File: src/rtl/riscv_pkg.sv
// -----------------------------------------------------------------------------
// riscv_pkg
//   Shared types and constants for the EX-stage forwarding / hazard logic.
//   - REG_ADDR_W / SEL_W : register-address and forwarding-select widths
//   - FWD_*              : operand-mux select codes (3 is never used)
//   - stage_entry_t      : destination info kept for the MEM and WB stages
//   - ex_entry_t         : full decode info kept for the EX stage
//   - fwd_match()        : "this stage entry supplies register src"
// -----------------------------------------------------------------------------
package riscv_pkg;

    localparam int REG_ADDR_W = 5;
    localparam int SEL_W      = 2;

    typedef logic [REG_ADDR_W-1:0] reg_addr_t;
    typedef logic [SEL_W-1:0]      fwd_sel_t;

    localparam fwd_sel_t FWD_REGFILE = 2'd0;
    localparam fwd_sel_t FWD_EXMEM   = 2'd1;
    localparam fwd_sel_t FWD_MEMWB   = 2'd2;

    typedef struct packed {
        logic      valid;
        reg_addr_t rd;
        logic      reg_write;
    } stage_entry_t;

    typedef struct packed {
        logic      valid;
        reg_addr_t rs1;
        reg_addr_t rs2;
        reg_addr_t rd;
        logic      reg_write;
        logic      mem_read;
    } ex_entry_t;

    // x0 is hard-wired to zero, so a write to it is never a forwarding source.
    function automatic logic fwd_match(input stage_entry_t e, input reg_addr_t src);
        return e.valid && e.reg_write && (e.rd != '0) && (e.rd == src);
    endfunction

endpackage

File: src/rtl/fwd_hazard_ctrl_if.sv
// -----------------------------------------------------------------------------
// fwd_hazard_ctrl_if
//   Bundle between the ID/EX pipeline control and the forwarding controller.
//   master (the controller): takes the ID-stage instruction info plus the
//     flush/freeze controls, drives the two operand selects and the stall.
//   slave (the pipeline): the opposite directions.
// -----------------------------------------------------------------------------
interface fwd_hazard_ctrl_if;
    import riscv_pkg::*;

    logic      id_valid;
    reg_addr_t id_rs1;
    reg_addr_t id_rs2;
    reg_addr_t id_rd;
    logic      id_reg_write;
    logic      id_mem_read;
    logic      flush;
    logic      freeze;
    fwd_sel_t  fwd_sel_a;
    fwd_sel_t  fwd_sel_b;
    logic      load_use_stall;

    modport master (
        input  id_valid, id_rs1, id_rs2, id_rd, id_reg_write, id_mem_read,
        input  flush, freeze,
        output fwd_sel_a, fwd_sel_b, load_use_stall
    );

    modport slave (
        output id_valid, id_rs1, id_rs2, id_rd, id_reg_write, id_mem_read,
        output flush, freeze,
        input  fwd_sel_a, fwd_sel_b, load_use_stall
    );

endinterface

File: src/rtl/fwd_sel_cmp.sv
// -----------------------------------------------------------------------------
// fwd_sel_cmp
//   Combinational select for one EX operand mux.
//   src_valid : the EX stage holds a real instruction
//   src       : source register read by that operand
//   mem, wb   : destination info of the MEM and WB stages
//   sel       : FWD_EXMEM if MEM supplies src, else FWD_MEMWB if WB does,
//               else FWD_REGFILE. MEM wins because it holds the younger write.
// -----------------------------------------------------------------------------
module fwd_sel_cmp
    import riscv_pkg::*;
(
    input  logic         src_valid,
    input  reg_addr_t    src,
    input  stage_entry_t mem,
    input  stage_entry_t wb,
    output fwd_sel_t     sel
);

    always_comb begin
        // NOTE: default first so every path assigns sel and no latch is inferred.
        sel = FWD_REGFILE;
        if (src_valid) begin
            if (fwd_match(mem, src)) begin
                sel = FWD_EXMEM;
            end else if (fwd_match(wb, src)) begin
                sel = FWD_MEMWB;
            end
        end
    end

endmodule

File: src/rtl/fwd_hazard_ctrl.sv
// -----------------------------------------------------------------------------
// fwd_hazard_ctrl
//   Forwarding-select and load-use hazard controller for the EX stage.
//   Keeps a shadow of the EX/MEM/WB destination info and compares it against
//   the EX sources (operand selects) and the ID sources (load-use stall).
//   clk   : rising-edge clock
//   rst_n : synchronous active-low reset, clears all stages
//   bus   : master side of fwd_hazard_ctrl_if (ID info, flush, freeze in;
//           fwd_sel_a, fwd_sel_b, load_use_stall out)
// -----------------------------------------------------------------------------
module fwd_hazard_ctrl
    import riscv_pkg::*;
(
    input  logic                clk,
    input  logic                rst_n,
    fwd_hazard_ctrl_if.master   bus
);

    ex_entry_t    ex;
    stage_entry_t mem;
    stage_entry_t wb;
    logic         stall;

    // A load in EX cannot forward its data to the instruction right behind it;
    // that instruction must wait one cycle until the load reaches MEM/WB.
    always_comb begin
        stall = ex.valid && ex.mem_read && ex.reg_write && (ex.rd != '0) &&
                bus.id_valid &&
                ((bus.id_rs1 == ex.rd) || (bus.id_rs2 == ex.rd));
    end

    assign bus.load_use_stall = stall;

    always_ff @(posedge clk) begin
        // NOTE: reset is sampled on the clock edge here, and all state uses <=
        // so every stage moves from the pre-edge value of the stage before it.
        if (!rst_n) begin
            ex  <= '0;
            mem <= '0;
            wb  <= '0;
        end else if (!bus.freeze) begin
            wb  <= mem;
            mem <= '{valid: ex.valid, rd: ex.rd, reg_write: ex.reg_write};
            // flush and stall together still yield just this one bubble.
            if (bus.flush || stall || !bus.id_valid) begin
                ex <= '0;
            end else begin
                ex <= '{valid:     1'b1,
                        rs1:       bus.id_rs1,
                        rs2:       bus.id_rs2,
                        rd:        bus.id_rd,
                        reg_write: bus.id_reg_write,
                        mem_read:  bus.id_mem_read};
            end
        end
    end

    fwd_sel_cmp u_sel_a (
        .src_valid (ex.valid),
        .src       (ex.rs1),
        .mem       (mem),
        .wb        (wb),
        .sel       (bus.fwd_sel_a)
    );

    fwd_sel_cmp u_sel_b (
        .src_valid (ex.valid),
        .src       (ex.rs2),
        .mem       (mem),
        .wb        (wb),
        .sel       (bus.fwd_sel_b)
    );

endmodule

File: src/flat_wrapper.sv
// flat-port wrapper written by rule: the top's interface ports become plain ports
module fwd_hazard_ctrl_flat import riscv_pkg::*;
  (clk, rst_n, bus_id_valid, bus_id_rs1, bus_id_rs2, bus_id_rd, bus_id_reg_write, bus_id_mem_read, bus_flush, bus_freeze, bus_fwd_sel_a, bus_fwd_sel_b, bus_load_use_stall);
  fwd_hazard_ctrl_if bus_i ();
  input  logic clk;
  input  logic rst_n;
  input wire logic [$bits(bus_i.id_valid)-1:0] bus_id_valid;
  input wire logic [$bits(bus_i.id_rs1)-1:0] bus_id_rs1;
  input wire logic [$bits(bus_i.id_rs2)-1:0] bus_id_rs2;
  input wire logic [$bits(bus_i.id_rd)-1:0] bus_id_rd;
  input wire logic [$bits(bus_i.id_reg_write)-1:0] bus_id_reg_write;
  input wire logic [$bits(bus_i.id_mem_read)-1:0] bus_id_mem_read;
  input wire logic [$bits(bus_i.flush)-1:0] bus_flush;
  input wire logic [$bits(bus_i.freeze)-1:0] bus_freeze;
  output wire logic [$bits(bus_i.fwd_sel_a)-1:0] bus_fwd_sel_a;
  output wire logic [$bits(bus_i.fwd_sel_b)-1:0] bus_fwd_sel_b;
  output wire logic [$bits(bus_i.load_use_stall)-1:0] bus_load_use_stall;
  assign bus_i.id_valid = bus_id_valid;
  assign bus_i.id_rs1 = bus_id_rs1;
  assign bus_i.id_rs2 = bus_id_rs2;
  assign bus_i.id_rd = bus_id_rd;
  assign bus_i.id_reg_write = bus_id_reg_write;
  assign bus_i.id_mem_read = bus_id_mem_read;
  assign bus_i.flush = bus_flush;
  assign bus_i.freeze = bus_freeze;
  assign bus_fwd_sel_a = bus_i.fwd_sel_a;
  assign bus_fwd_sel_b = bus_i.fwd_sel_b;
  assign bus_load_use_stall = bus_i.load_use_stall;
  fwd_hazard_ctrl u_core (.clk(clk), .rst_n(rst_n), .bus(bus_i));
endmodule
File: config.mk
export PLATFORM = sky130hd
export DESIGN_NAME = fwd_hazard_ctrl_flat
export DESIGN_NICKNAME = d
export VERILOG_FILES = /design/src/rtl/riscv_pkg.sv /design/src/rtl/fwd_hazard_ctrl_if.sv /design/src/rtl/fwd_sel_cmp.sv /design/src/rtl/fwd_hazard_ctrl.sv /design/src/flat_wrapper.sv
export SDC_FILE = /design/constraint.sdc
export NUM_CORES = 1
export LEC_CHECK = 0
export CORE_ASPECT_RATIO = 1.4
export CORE_MARGIN = 1.5
export CORE_UTILIZATION = 29
export DETAILED_ROUTE_END_ITERATION = 7
export HOLD_SLACK_MARGIN = 0.03
export RECOVER_POWER = 25
export SLEW_MARGIN = 20
export SYNTH_ARGS = -nofsm -noshare
export SYNTH_HDL_FRONTEND = slang
export SYNTH_SLANG_ARGS = --single-unit
File: constraint.sdc
create_clock -name clk -period 1.7 [get_ports clk]
set_input_delay 0.34 -clock clk [delete_from_list [all_inputs] [get_ports clk]]
set_output_delay 0.34 -clock clk [all_outputs]
set_load 0.01 [all_outputs]
# == Word level (Yosys, flattened, before mapping) ==
# Cells that the tools add are included.
# word_totals
in_bits,22
out_inout_bits,5
elab_cells,45
register_bits,32
# classes
n_eq_ne,6
reduce_logical,20
muxes,7
# op_table
op,count
== test 5 bit,6
two-way mux 18 bit,1
nonzero test 5 bit,3
logical AND 1 bit,13
two-way mux 2 bit,6
logical OR 1 bit,3
zero test 1 bit,1

# == Longest topological paths before layout ==
# Gate-level depths: netlist of run 1.
# logic_depth
ltp_word,8
ltp_mapped,6

# == By module ==
# From an unflattened synthesis of run 1, not the netlist that was laid out.
# hier_totals
hier_cells,213
area_unflattened_um2,1851.8
# by_module_without_submodules
module,n_inst,cells_each,area_per_inst_um2
fwd_hazard_ctrl,1,163,1506.4
fwd_sel_cmp,2,25,172.7

# == Least setup slack after synthesis of run 1 ==
# OpenSTA, ideal clock, no wires.
# synth_timing
path_kind,reg-to-output
from,"register, netlist name u_core.mem[1]"
to,output bus_fwd_sel_a[1]
arrival_ps,1497
t_required_ps,1360
slack_ps,-137
stages_incl_launch_ff,5
cell_sequence,dfxtp_1 or4_1 o211ai_1 nor4_1 nor4_2
# synth_via
elab_chain_len,5
elab_cells_between_ends,6
cone_classes,eq/ne (1); mux (2); reduce/logical (3)
# synth_rtl
element,line_no,text
nonzero test 5 bit,riscv_pkg.sv:39,return e.valid && e.reg_write && (e.rd != '0) && (e.rd == src);
logical AND 1 bit,riscv_pkg.sv:39,
logical AND 1 bit (*),riscv_pkg.sv:39,
two-way mux 2 bit (*),fwd_sel_cmp.sv:24,"if (fwd_match(mem, src)) begin"
two-way mux 2 bit (*),fwd_sel_cmp.sv:23,if (src_valid) begin
to (decl),flat_wrapper.sv:15,output wire logic [$bits(bus_i.fwd_sel_a)-1:0] bus_fwd_sel_a;
# Every way passes the cells marked *; elsewhere a longest branch is shown, timed or not.

# == Worst setup path after layout of run 1 ==
# layout_timing
from,"register, netlist name u_core.mem[1]"
to,output bus_fwd_sel_a[1]
# layout_via
elab_chain_len,5
elab_cells_between_ends,6
cone_classes,eq/ne (1); mux (2); reduce/logical (3)
# layout_rtl
element,line_no
nonzero test 5 bit,riscv_pkg.sv:39
logical AND 1 bit,riscv_pkg.sv:39
logical AND 1 bit (*),riscv_pkg.sv:39
two-way mux 2 bit (*),fwd_sel_cmp.sv:24
two-way mux 2 bit (*),fwd_sel_cmp.sv:23
# Marks and branches as above.

==> results of run 1 <==
==> sequential cells by signal, indices dropped and copies added (netlist names) <==
name / count
u_core.ex: 18
u_core.wb: 7
u_core.mem: 7
==> per-stage QoR <==
| step | util (%) | hold slack, ns | instances |
|---|---|---|---|
| after floorplan | - | 0.4351 | 197 |
| after CTS | 42.34 | 0.4725 | 328 |
| after global placement | 39.99 | 0.4521 | 314 |
| final | 43.36 | 0.4045 | 330 |
| after detailed placement | 39.99 | 0.4586 | 314 |
| after global routing | 43.36 | 0.4363 | 330 |
==> where the power goes <==
group	leakage [µW]	switching [µW]	total, µW	internal [µW]
logic	0.000754	128	280	152
clock network	0.0000455	291	621	330
registers	0.000265	25.1	800	775
==> cells by family after synthesis <==
| logic type | Yosys count |
|---|---|
| AOI/OAI and AO/OA | 23 |
| xor gates and xnor gates | 30 |
| buffers and inverters | 10 |
| DFF | 32 |
| muxes | 14 |
| and+or+nand+nor | 88 |
==> routing by layer <==
metal	share of wire, %	global-route usage [%]	vias to the layer above
met2	49	23.56	30
met3	2.7	2.199	11
li1	-	-	821
met1	45	17.23	718
met5	0	0	-
met4	3.0	8.007	0
==> layout by cell type, fill, tap and decap left out, drive strengths merged, types with 2 or more instances in the layout <==
master          n
nand2          19
xor2           14
nor4            4
clkdlybuf4s50  12
nand2b         17
mux2i          14
o21ai           2
o211ai         18
nor2b          15
buf            43
xnor2          16
and2            4
or4             5
clkbuf          9
nand3          21
dlymetal6s2s    2
dfxtp          32
dlygate4sd2     6
==> repair_timing <==
action,CTS,global route
resized for setup,35,10
pin swaps,8,6
endpoints found under the setup margin,5,7
hold buffers,0,0
buffers inserted,6,2
==> path summary, 6_finish.rpt <==
kind / from / to / slack (ns) / cells after the start
max: u_core.mem[1]$_SDFFE_PN0N_ / bus_fwd_sel_a[1] / -0.59 / 7
min: bus_id_rs1[1] / u_core.ex[13]$_SDFFE_PN0N_ / 0.40 / 3
max reg2reg: u_core.ex[2]$_SDFFE_PN0N_ / u_core.ex[17]$_SDFFE_PN0N_ / 0.09 / 6
min reg2reg: u_core.ex[0]$_SDFFE_PN0N_ / u_core.ex[0]$_SDFFE_PN0N_ / 0.47 / 2
==> worst max-delay path: stages, from the launching register on <==
cell,delay [ns]
dfxtp_2,0.32
or4_4,0.52
o211ai_1,0.18
buf_4,0.16
nor4_4,0.04
buf_4,0.15
nor4_4,0.11
buf_2,0.17
==> layout make-up <==
type | count | share of cell area (%)
sequential | 32 | 25.56
timing repair buffer | 65 | 21.07
multi-input combinational | 155 | 46.43
tap | 70 | 3.421
clock buffer | 8 | 3.519
==> out/results.md, run 1 <==
| Step | Result | Value |
| --- | --- | --- |
| floorplanning | Starting Density | 30.28% |
| global routing | Antenna violations before repair | 0 |
| sta | Max Clock Skew | 0.003793 ns |
| sta | Period Utilization, post-route | 134.7% |
| placed design | Buffers added on ports | 26 |
| synth | Number of synthesized register bits | 32 |
| synth | Area of the mapped netlist | 1788 µm² |
| routing | Routed WL | 4.495 mm |
| sta | Final Hold Viols | 0 |
| pwr | Peak supply drop | 420.6 µV |
| clock tree | Clock tree from TritonCTS | built |
| sta | Final total negative setup slack | -2.284 ns |
| clock tree | H-Tree Level Count | 2 |
| routing | Count of vias placed by the detailed router | 1580 |
| finish | Count of antenna diodes in the layout | 0 |
| floorplanning | Number of rows in the core area | 33 |
| status | Status | finished, violations left |
| placed design | Dpl cell area | 2361 µm² |
| synth | Number of cells produced by synthesis | 197 |
| synth | Synthesized-area fraction occupied by ao, oa, aoi and oai cells | 10.43% |
| pwr | LEAKAGE | 0.001064 µW |
| finish | Total of fill cells in the finished design | 593 |
| finish | Number of nets in the finished design | 281 |
| min path | Hold crit path type | input port to register |
| synth | Mapped Nets | 219 |
| synth | Average size of a mapped cell | 9.076 µm² |
| finish | Share of layout cells above drive strength 1 | 29.62% |
| synth | Fraction of synthesis flops using an asynchronous set or reset pin | 0% |
| synth | Adder and majority cell fraction of the synthesized area | 0% |
| synth | Portion of synthesized cell area occupied by the leading cell type | 35.83% |
| status | Violations in the final reports | negative setup slack |
| routing | Final routed DRC violation total | 0 |
| synth | EDFF count, synth | 0 |
| routing | Initial DRC count | 36 |
| job | Max-Cap Viols | 0 |
| clock tree | Clock-pin slew of the registers on the worst-case setup and hold paths | 0.07 ns |
| critical path | Category of the worst setup path capture point | primary output |
| placed design | Gp weighted congestion | 0.7723 |
| finish | Finished layout cell area | 2560 µm² |
| finish | Total area of sequential cells | 654.4 µm² |
| finish | Total area of multi-input combinational cells | 1189 µm² |
| synth | Post-synthesis sequential area ratio | 35.83% |
| global routing | Gr usage total | 14.06% |
| routing | Post-detailed-route count of antenna-violating nets | 0 |
| clock tree | Number of buffers between clock root and the deepest sink | 2 |
| synth | Main flop type after synthesis | dfxtp_1 |
| sta | Final critical-path required period | 2.290 ns |
| pwr | Total power consumption of the routed design | 1701 µW |
| synth | Xor and xnor area share after synthesis | 14.70% |
| clock tree | Clk sinks | 32 |
| routing | Routed length per placed instance | 13.62 µm |
| sta | Final setup viols | 5 |
| floorplanning | Die W | 69.36 µm |
| routing | First-pass iteration count of the detailed router | 4 |
| critical path | Worst path required time | 1.36 ns |
| sta | Worst-case setup margin in the final layout | -0.5897 ns |
| synth | Count of synthesis-stage warnings from yosys | 0 |
| clock tree | Number of clock buffers inserted by TritonCTS | 5 |
| routing | Mean number of vias per cell | 4.788 |
| global routing | Pin count of the biggest net entering global routing | 33 |
| synth | Top post-synthesis cells by area | dfxtp_1, mux2i_1, xnor2_1, o211ai_1, xor2_1 |
| synth | Most used standard cells in the synthesized netlist | dfxtp_1, nand3_1, nand2_1, o211ai_1, nand2b_1 |
| critical path | Category of the worst setup path launch point | register |
| synth | Share of cell area taken by muxes after synthesis | 7.838% |
| placed design | Post-detail-place hpwl | 3.236 mm |
| clock tree | Buffer type at the clock tree root | clkbuf_8 |
| clock tree | Insertion delay to the later sink of the worst-skew pair | 0.29 ns |
| synth | Post-synthesis share of cell area spent on and, or, nand and nor gates | 28.41% |
| synth | Library cell with the highest instance count after synthesis | dfxtp_1 |
| pwr | PwrDens | 664.5 nW/µm² |
| synth | Dominant combinational cell family by area after synthesis | simple AND/OR/NAND/NOR gates |
| sta | Slew at the pin closest to its max-slew limit | 0.6001 ns |
| sta | Max-slew violation count | 0 |
| sta | Maximum clock frequency | 436.7 MHz |
| synth | Netlist cell types | 25 |
| floorplanning | Overall die area | 6652 µm² |
| synth | Area leader, netlist | dfxtp_1 |
| global routing | Remaining global-route overflow | 0 |
| critical path | Critical path class | register to primary output |
| critical path | Critical path data arrival time | 1.95 ns |
| floorplanning | Die Y-Extent | 95.91 µm |
| floorplanning | Top-Level Pins | 27 |
| global routing | Vias in the first global route | 1488 |
| sta | Setup repair after global routing missed its margin | true |
| floorplanning | Floorplan Core Area | 5904 µm² |
| placed design | Setup slack after placement | -0.6321 ns |
| critical path | Largest fanout on the critical path | 2 |
| sta | Worst slew margin relative to its limit | 59.99% |
| global routing | Global-route wire length before repair | 7.217 mm |
| finish | Area growth from synthesis to layout | 43.18% |
Note: power is estimated with default switching activity, not from simulation.
==> run 2: changes to the inputs <==
--- a/config.mk
+++ b/config.mk
@@ -5,9 +5,9 @@
 export SDC_FILE = /design/constraint.sdc
 export NUM_CORES = 1
 export LEC_CHECK = 0
-export CORE_ASPECT_RATIO = 1.4
 export CORE_MARGIN = 1.5
 export CORE_UTILIZATION = 29
+export CTS_BUF_LIST = sky130_fd_sc_hd__clkbuf_4 sky130_fd_sc_hd__clkbuf_8
 export DETAILED_ROUTE_END_ITERATION = 7
 export HOLD_SLACK_MARGIN = 0.03
 export RECOVER_POWER = 25
==> out/results.md, run 2 (synthesis gave the netlist of run 1 again) <==
| Step | Result | Value | vs previous |
| --- | --- | --- | --- |
| global routing | Remaining global-route overflow | 0 | unchanged |
| finish | Leading cell types in the layout, fill and taps excluded | buf_4, dfxtp_1, nand3_1 |  |
| floorplanning | Floorplan Core Area | 5921 µm² | +0.28% |
| critical path | Category of the worst setup path capture point | primary output |  |
| placed design | Gp weighted congestion | 0.8424 | +9.1% |
| floorplanning | Starting Density | 30.20% | -0.083 points |
| routing | Final routed DRC violation total | 0 | unchanged |
| sta | Slew at the pin closest to its max-slew limit | 0.4925 ns | -0.1075 ns |
| clock tree | Number of buffers between clock root and the deepest sink | 2 | unchanged |
| floorplanning | Die Y-Extent | 81.52 µm | -15% |
| sta | Max Clock Skew | 0.006008 ns | +0.002216 ns |
| clock tree | Insertion delay to the later sink of the worst-skew pair | 0.28 ns | about the same |
| floorplanning | Die W | 81.52 µm | +18% |
| global routing | Vias in the first global route | 1551 | +4.2% |
| clock tree | Clock tree from TritonCTS | built |  |
| sta | Final critical-path required period | 2.147 ns | -0.1430 ns |
| finish | Area growth from synthesis to layout | 41.08% |  |
| finish | Most common cell after layout, fill and taps aside | buf_4 |  |
| sta | Final Hold Viols | 0 | unchanged |
| critical path | Worst-case register-to-register setup slack | 0.13 ns | +0.04 ns |
| pwr | Share of power burned in registers | 44.6% | -2.5 points |
| critical path | Worst path required time | 1.36 ns | about the same |
| finish | Number of nets in the finished design | 272 | -3.2% |
| sta | Worst slew margin relative to its limit | 67.16% | +7.2 points |
| critical path | Category of the worst setup path launch point | register |  |
| sta | Final total negative setup slack | -2.206 ns | +0.07780 ns |
| pwr | Combinational Power Share | 15.0% | -1.5 points |
| routing | Initial DRC count | 58 | +61% |
| sta | Final setup viols | 22 | +17 |
| clock tree | Number of hold buffers added after cts | 0 | unchanged |
| job | Max-Cap Viols | 0 | unchanged |
| finish | Share of layout cells above drive strength 1 | 25.50% | -4.1 points |
| global routing | Global-route wire length before repair | 7.569 mm | +4.9% |
| clock tree | Buffer type at the clock tree root | clkbuf_8 |  |
| finish | Count of antenna diodes in the layout | 0 | unchanged |
| sta | Max-slew violation count | 0 | unchanged |
| min path | Worst min-delay path endpoint | u_core.ex[16]$_SDFFE_PN0N_ |  |
| pwr | Switching power as a share of total power | 24.52% | -1.5 points |
| placed design | Setup slack after placement | -0.6364 ns | -0.004255 ns |
| floorplanning | Overall die area | 6646 µm² | about the same |
| finish | Largest registers in the final layout | u_core.ex x18, u_core.mem x7, u_core.wb x7 |  |
| routing | Mean number of vias per cell | 4.745 | -0.89% |
| finish | Largest register FFs | 18 | unchanged |
| critical path | Critical path class | register to primary output |  |
| finish | Total of fill cells in the finished design | 593 | unchanged |
| routing | Post-detailed-route count of antenna-violating nets | 0 | unchanged |
| floorplanning | Number of rows in the core area | 28 | -15% |
| pwr | Cell-internal power | 1357 µW | +7.9% |
| sta | Setup repair after global routing missed its margin | true |  |
| sta | Maximum clock frequency | 465.8 MHz | +6.7% |
| sta | Worst-case setup margin in the final layout | -0.4467 ns | +0.1430 ns |
| critical path | Startpoint of the lowest-slack register-to-register path | u_core.ex[2]$_SDFFE_PN0N_ |  |
| critical path | Largest fanout on the critical path | 3 | +1 |
| clock tree | Clock-pin slew of the registers on the worst-case setup and hold paths | 0.07 ns | about the same |
| routing | First-pass iteration count of the detailed router | 4 | unchanged |
| pwr | Clk network pwr share | 40.4% | +3.9 points |
| pwr | Switching power | 440.7 µW | -0.58% |
| global routing | Gr usage total | 15.29% | +1.2 points |
| routing | Routed length per placed instance | 13.75 µm | +0.96% |
| clock tree | Number of clock buffers inserted by TritonCTS | 5 | unchanged |
| pwr | PwrDens | 712.7 nW/µm² | +7.2% |
| min path | Hold depth | 3 | unchanged |
| min path | Hold crit path type | input port to register |  |
| sta | Period Utilization, post-route | 126.3% | -8.4 points |
| status | Status | finished, violations left |  |
| clock tree | H-Tree Level Count | 2 | unchanged |
| critical path | Worst R2R Path Depth | 5 | -1 |
| routing | Count of vias placed by the detailed router | 1547 | -2.1% |
| placed design | Buffers added on ports | 26 | unchanged |
| floorplanning | Top-Level Pins | 27 | unchanged |
| placed design | Post-detail-place hpwl | 3.360 mm | +3.8% |
| critical path | Capturing point of the worst reg2reg path | u_core.ex[8]$_SDFFE_PN0N_ |  |
| global routing | Antenna violations before repair | 0 | unchanged |
| pwr | Peak supply drop | 269.4 µV | -36% |
| finish | Biggest register | u_core.ex |  |
| min path | Hold path start | bus_id_rs1[4] |  |
| clock tree | Clk sinks | 32 | unchanged |
| routing | Routed WL | 4.483 mm | -0.27% |
| status | Violations in the final reports | negative setup slack |  |
| global routing | Pin count of the biggest net entering global routing | 21 | -36% |
| pwr | LEAKAGE | 0.001023 µW | -3.8% |
| critical path | Critical path data arrival time | 1.81 ns | -0.14 ns |
[run 2: layout make-up]
type | count | area (µm²) | area share, %
flip-flops and latches | 32 | 651.9 | 25.84
clock buffers | 5 | 68.82 | 2.728
multi-input cells | 155 | 1162 | 46.08
well taps | 75 | 93.84 | 3.720
repair buffers | 56 | 503.0 | 19.94
clock inverters | 3 | 42.54 | 1.687
[run 2: worst max-delay path by stage]
stage	start	to	slack, ns	depth (start not counted)
final	u_core.ex[10]$_SDFFE_PN0N_	bus_fwd_sel_b[1]	-0.45	4
after global routing	u_core.mem[1]$_SDFFE_PN0N_	bus_fwd_sel_a[1]	-0.53	6
after CTS	u_core.mem[1]$_SDFFE_PN0N_	bus_fwd_sel_a[1]	-0.47	6
after detailed placement	u_core.mem[4]$_SDFFE_PN0N_	bus_fwd_sel_a[0]	-0.64	5
after global placement	bus_id_rs1[0]	bus_load_use_stall	-0.63	6
after floorplan	u_core.ex[2]$_SDFFE_PN0N_	bus_load_use_stall	0.01	4
[run 2: timing repair]
action | CTS | global route
endpoints found under the setup margin | 5 | 5
buffers inserted | 1 | 0
gates resized for setup | 31 | 5
pin swaps | 3 | 1
[run 2: power by group through the flow]
| stage | Combinational (µW) | Clock, µW | Sequential [µW] |
|---|---|---|---|
| floorplan | 134 | 0 | 817 |
| global placement | 263 | 0 | 819 |
| CTS | 274 | 747 | 801 |
| finish | 269 | 727 | 802 |
| global route | 294 | 781 | 805 |
| detailed placement | 266 | 0 | 820 |
[run 2: metal layers]
metal  share of wire [%]  global-route usage (%)
met1                  50                   21.23
met4                 1.1                   4.655
met5                   0                       0
met2                  45                   23.06
met3                 3.8                   3.889
[run 2: per-stage QoR]
stage / instance area (µm²) / utilization (%) / hold slack [ns] / instances / power [µW]
2_1_floorplan: 1818 / - / 0.4351 / 197 / 950.9
3_3_place_gp: 2377 / 40.15 / 0.4582 / 317 / 1082
3_5_place_dp: 2377 / 40.15 / 0.4668 / 317 / 1085
4_1_cts: 2514 / 42.46 / 0.4806 / 326 / 1823
5_1_grt: 2522 / 42.60 / 0.4300 / 326 / 1879
6_report: 2522 / 42.60 / 0.4107 / 326 / 1798
[run 2: worst max-delay path, stage by stage (launching register included)]
cell and delay [ns]:
dfxtp_1 0.36, xor2_1 0.19, or4_4 0.55, nor4_4 0.26, buf_2 0.16
==> run 3: changes to the inputs <==
--- a/config.mk
+++ b/config.mk
@@ -5,7 +5,7 @@
 export SDC_FILE = /design/constraint.sdc
 export NUM_CORES = 1
 export LEC_CHECK = 0
-export CORE_MARGIN = 1.5
+export CORE_MARGIN = 3
 export CORE_UTILIZATION = 29
 export CTS_BUF_LIST = sky130_fd_sc_hd__clkbuf_4 sky130_fd_sc_hd__clkbuf_8
 export DETAILED_ROUTE_END_ITERATION = 7
==> out/results.md, run 3 (synthesis gave the netlist of run 1 again) <==
| Step | Result | Value | vs previous |
| --- | --- | --- | --- |
| global routing | Global-route wire length before repair | 7.631 mm | +0.82% |
| placed design | Post-detail-place hpwl | 3.311 mm | -1.4% |
| placed design | Buffers added on ports | 26 | unchanged |
| critical path | Worst path required time | 1.36 ns | about the same |
| critical path | Category of the worst setup path capture point | primary output |  |
| clock tree | Number of hold buffers added after cts | 0 | unchanged |
| pwr | Peak supply drop | 312.3 µV | +16% |
| critical path | Worst-case register-to-register setup slack | 0.11 ns | -0.02 ns |
| min path | Hold path start | bus_id_rs1[1] |  |
| floorplanning | Die Y-Extent | 84.52 µm | +3.7% |
| routing | Post-detailed-route count of antenna-violating nets | 0 | unchanged |
| sta | Final Hold Viols | 0 | unchanged |
| pwr | Switching power as a share of total power | 24.60% | +0.086 points |
| critical path | Largest stage delay on the critical path | 0.52 ns | -0.03 ns |
| routing | Mean number of vias per cell | 4.793 | +1.0% |
| finish | Largest register FFs | 18 | unchanged |
| clock tree | Number of buffers between clock root and the deepest sink | 2 | unchanged |
| critical path | Critical-path top delay cell | or4_4 |  |
| critical path | Worst R2R Path Depth | 5 | unchanged |
| finish | Share of layout cells above drive strength 1 | 27.34% | +1.8 points |
| pwr | LEAKAGE | 0.001034 µW | +1.1% |
| pwr | Switching power | 421.5 µW | -4.4% |
| status | Violations in the final reports | negative setup slack |  |
| floorplanning | Overall die area | 7144 µm² | +7.5% |
| sta | Final critical-path required period | 2.240 ns | +0.09296 ns |
| critical path | Capturing point of the worst reg2reg path | u_core.ex[17]$_SDFFE_PN0N_ |  |
| clock tree | Buffer type at the clock tree root | clkbuf_8 |  |
| clock tree | Clk sinks | 32 | unchanged |
| sta | Setup repair after global routing missed its margin | true |  |
| global routing | Pin count of the biggest net entering global routing | 21 | unchanged |
| finish | Biggest register | u_core.ex |  |
| sta | Final setup viols | 22 | unchanged |
| routing | Count of vias placed by the detailed router | 1572 | +1.6% |
| min path | Hold crit path type | input port to register |  |
| floorplanning | Starting Density | 31.13% | +0.93 points |
| sta | Slew at the pin closest to its max-slew limit | 0.5060 ns | +0.01346 ns |
| pwr | Total power consumption of the routed design | 1713 µW | -4.7% |
| finish | Most common cell after layout, fill and taps aside | buf_4 |  |
| clock tree | H-Tree Level Count | 2 | unchanged |
| clock tree | Clock tree from TritonCTS | built |  |
| sta | Maximum clock frequency | 446.5 MHz | -4.2% |
| clock tree | Number of clock buffers inserted by TritonCTS | 5 | unchanged |
| pwr | Clk network pwr share | 37.1% | -3.3 points |
| pwr | Share of power burned in registers | 46.7% | +2.1 points |
| finish | Count of antenna diodes in the layout | 0 | unchanged |
| job | Max-Cap Viols | 0 | unchanged |
| floorplanning | Die W | 84.52 µm | +3.7% |
| global routing | Gr usage total | 13.29% | -2.0 points |
| sta | Worst-case setup margin in the final layout | -0.5397 ns | -0.09296 ns |
| critical path | Largest fanout on the critical path | 2 | -1 |
| routing | Initial DRC count | 36 | -38% |
| floorplanning | Number of rows in the core area | 27 | -3.6% |
| placed design | Setup slack after placement | -0.6582 ns | -0.02189 ns |
| placed design | Gp weighted congestion | 0.8057 | -4.4% |
| pwr | PwrDens | 674.8 nW/µm² | -5.3% |
| routing | First-pass iteration count of the detailed router | 4 | unchanged |
| sta | Max-slew violation count | 0 | unchanged |
| pwr | Cell-internal power | 1292 µW | -4.8% |
| sta | Period Utilization, post-route | 131.7% | +5.5 points |
| sta | Worst slew margin relative to its limit | 66.27% | -0.90 points |
| status | Status | finished, violations left |  |
| critical path | Critical path data arrival time | 1.90 ns | +0.09 ns |
| global routing | Antenna violations before repair | 0 | unchanged |
| sta | Worst hold margin | 0.4182 ns | +0.007546 ns |
| critical path | Startpoint of the lowest-slack register-to-register path | u_core.ex[3]$_SDFFE_PN0N_ |  |
| sta | Max Clock Skew | 0.003230 ns | -0.002779 ns |
| floorplanning | Floorplan Core Area | 5743 µm² | -3.0% |
| pwr | Combinational Power Share | 16.2% | +1.2 points |
| min path | Worst min-delay path endpoint | u_core.ex[13]$_SDFFE_PN0N_ |  |
| floorplanning | Top-Level Pins | 27 | unchanged |
| clock tree | Insertion delay to the later sink of the worst-skew pair | 0.28 ns | about the same |
| critical path | Category of the worst setup path launch point | register |  |
| routing | Routed length per placed instance | 14.01 µm | +1.9% |
| routing | Final routed DRC violation total | 0 | unchanged |
| critical path | Buffers and inverters on the worst path | 2 | +1 |
| clock tree | Clock-pin slew of the registers on the worst-case setup and hold paths | 0.06 ns | about the same |
| global routing | Remaining global-route overflow | 0 | unchanged |
| global routing | Vias in the first global route | 1561 | +0.64% |
| min path | Hold depth | 3 | unchanged |
| critical path | Critical path class | register to primary output |  |
| routing | Routed WL | 4.594 mm | +2.5% |
| finish | Area growth from synthesis to layout | 41.99% |  |
| finish | Number of nets in the finished design | 277 | +1.8% |
| critical path | CP delay by family, top | simple AND/OR/NAND/NOR gates |  |
| critical path | Cell Chain, Critical Path | or4_4 > o211ai_1 > nor4_2 > buf_4 > nor4_4 > buf_2 |  |
| finish | Leading cell types in the layout, fill and taps excluded | buf_4, dfxtp_1, nand3_1 |  |
| finish | Largest registers in the final layout | u_core.ex x18, u_core.mem x7, u_core.wb x7 |  |
[run 3: metrics by stage]
stage	util (%)	std cells	setup TNS [ns]	area [µm²]
finish	44.20	328	-2.697	2539
global route	44.20	328	-4.762	2539
CTS	43.75	327	-2.117	2512
detailed placement	41.20	313	-5.013	2366
global placement	41.20	313	-4.953	2366
floorplan	-	197	0	1818
[run 3: per-layer routing]
layer | vias up | global-route usage, % | routed length (µm) | share of wire (%)
met5 | - | 0 | 0 | 0
met4 | 0 | 4.892 | 61 | 1.3
met3 | 6 | 4.024 | 201 | 4.4
met2 | 33 | 19.93 | 1976 | 43
met1 | 726 | 17.93 | 2354 | 51
li1 | 807 | - | - | -
[run 3: timing repair]
action	in CTS	in global routing
endpoints found under the hold margin	0	0
pin swaps	8	6
buffers inserted	6	2
endpoints found under the setup margin	5	23
gates resized for setup	32	6
[run 3: worst reg2reg max path, stage by stage, from the launching register on]
cell	delay, ns
dfxtp_4	0.34
or4_4	0.54
o21ai_4	0.17
buf_4	0.27
nor2_2	0.07
a21oi_2	0.13
[run 3: layout make-up]
class | instances | area, µm²
sequential | 32 | 655.6
fill | 578 | 3204
multi-input combinational | 155 | 1155
tap | 72 | 90.09
timing repair buffer | 61 | 540.5
clock buffer | 8 | 97.59
[run 3: worst max path at each step]
| stage | start | endpoint | slack, ns | depth (start not counted) |
|---|---|---|---|---|
| global route | u_core.mem[4]$_SDFFE_PN0N_ | bus_fwd_sel_b[1] | -0.62 | 6 |
| floorplan | u_core.ex[2]$_SDFFE_PN0N_ | bus_load_use_stall | 0.01 | 4 |
| global placement | bus_id_rs1[2] | bus_load_use_stall | -0.66 | 6 |
| detailed placement | bus_id_rs1[2] | bus_load_use_stall | -0.66 | 6 |
| CTS | u_core.mem[4]$_SDFFE_PN0N_ | bus_fwd_sel_a[1] | -0.52 | 6 |
| finish | u_core.mem[4]$_SDFFE_PN0N_ | bus_fwd_sel_b[1] | -0.54 | 6 |
[run 3: power groups by stage]
stage / Sequential [µW] / Combinational, µW / Clock, µW
finish: 800 / 278 / 635
global route: 803 / 300 / 694
CTS: 800 / 274 / 658
detailed placement: 821 / 263 / 0
global placement: 820 / 262 / 0
floorplan: 817 / 134 / 0
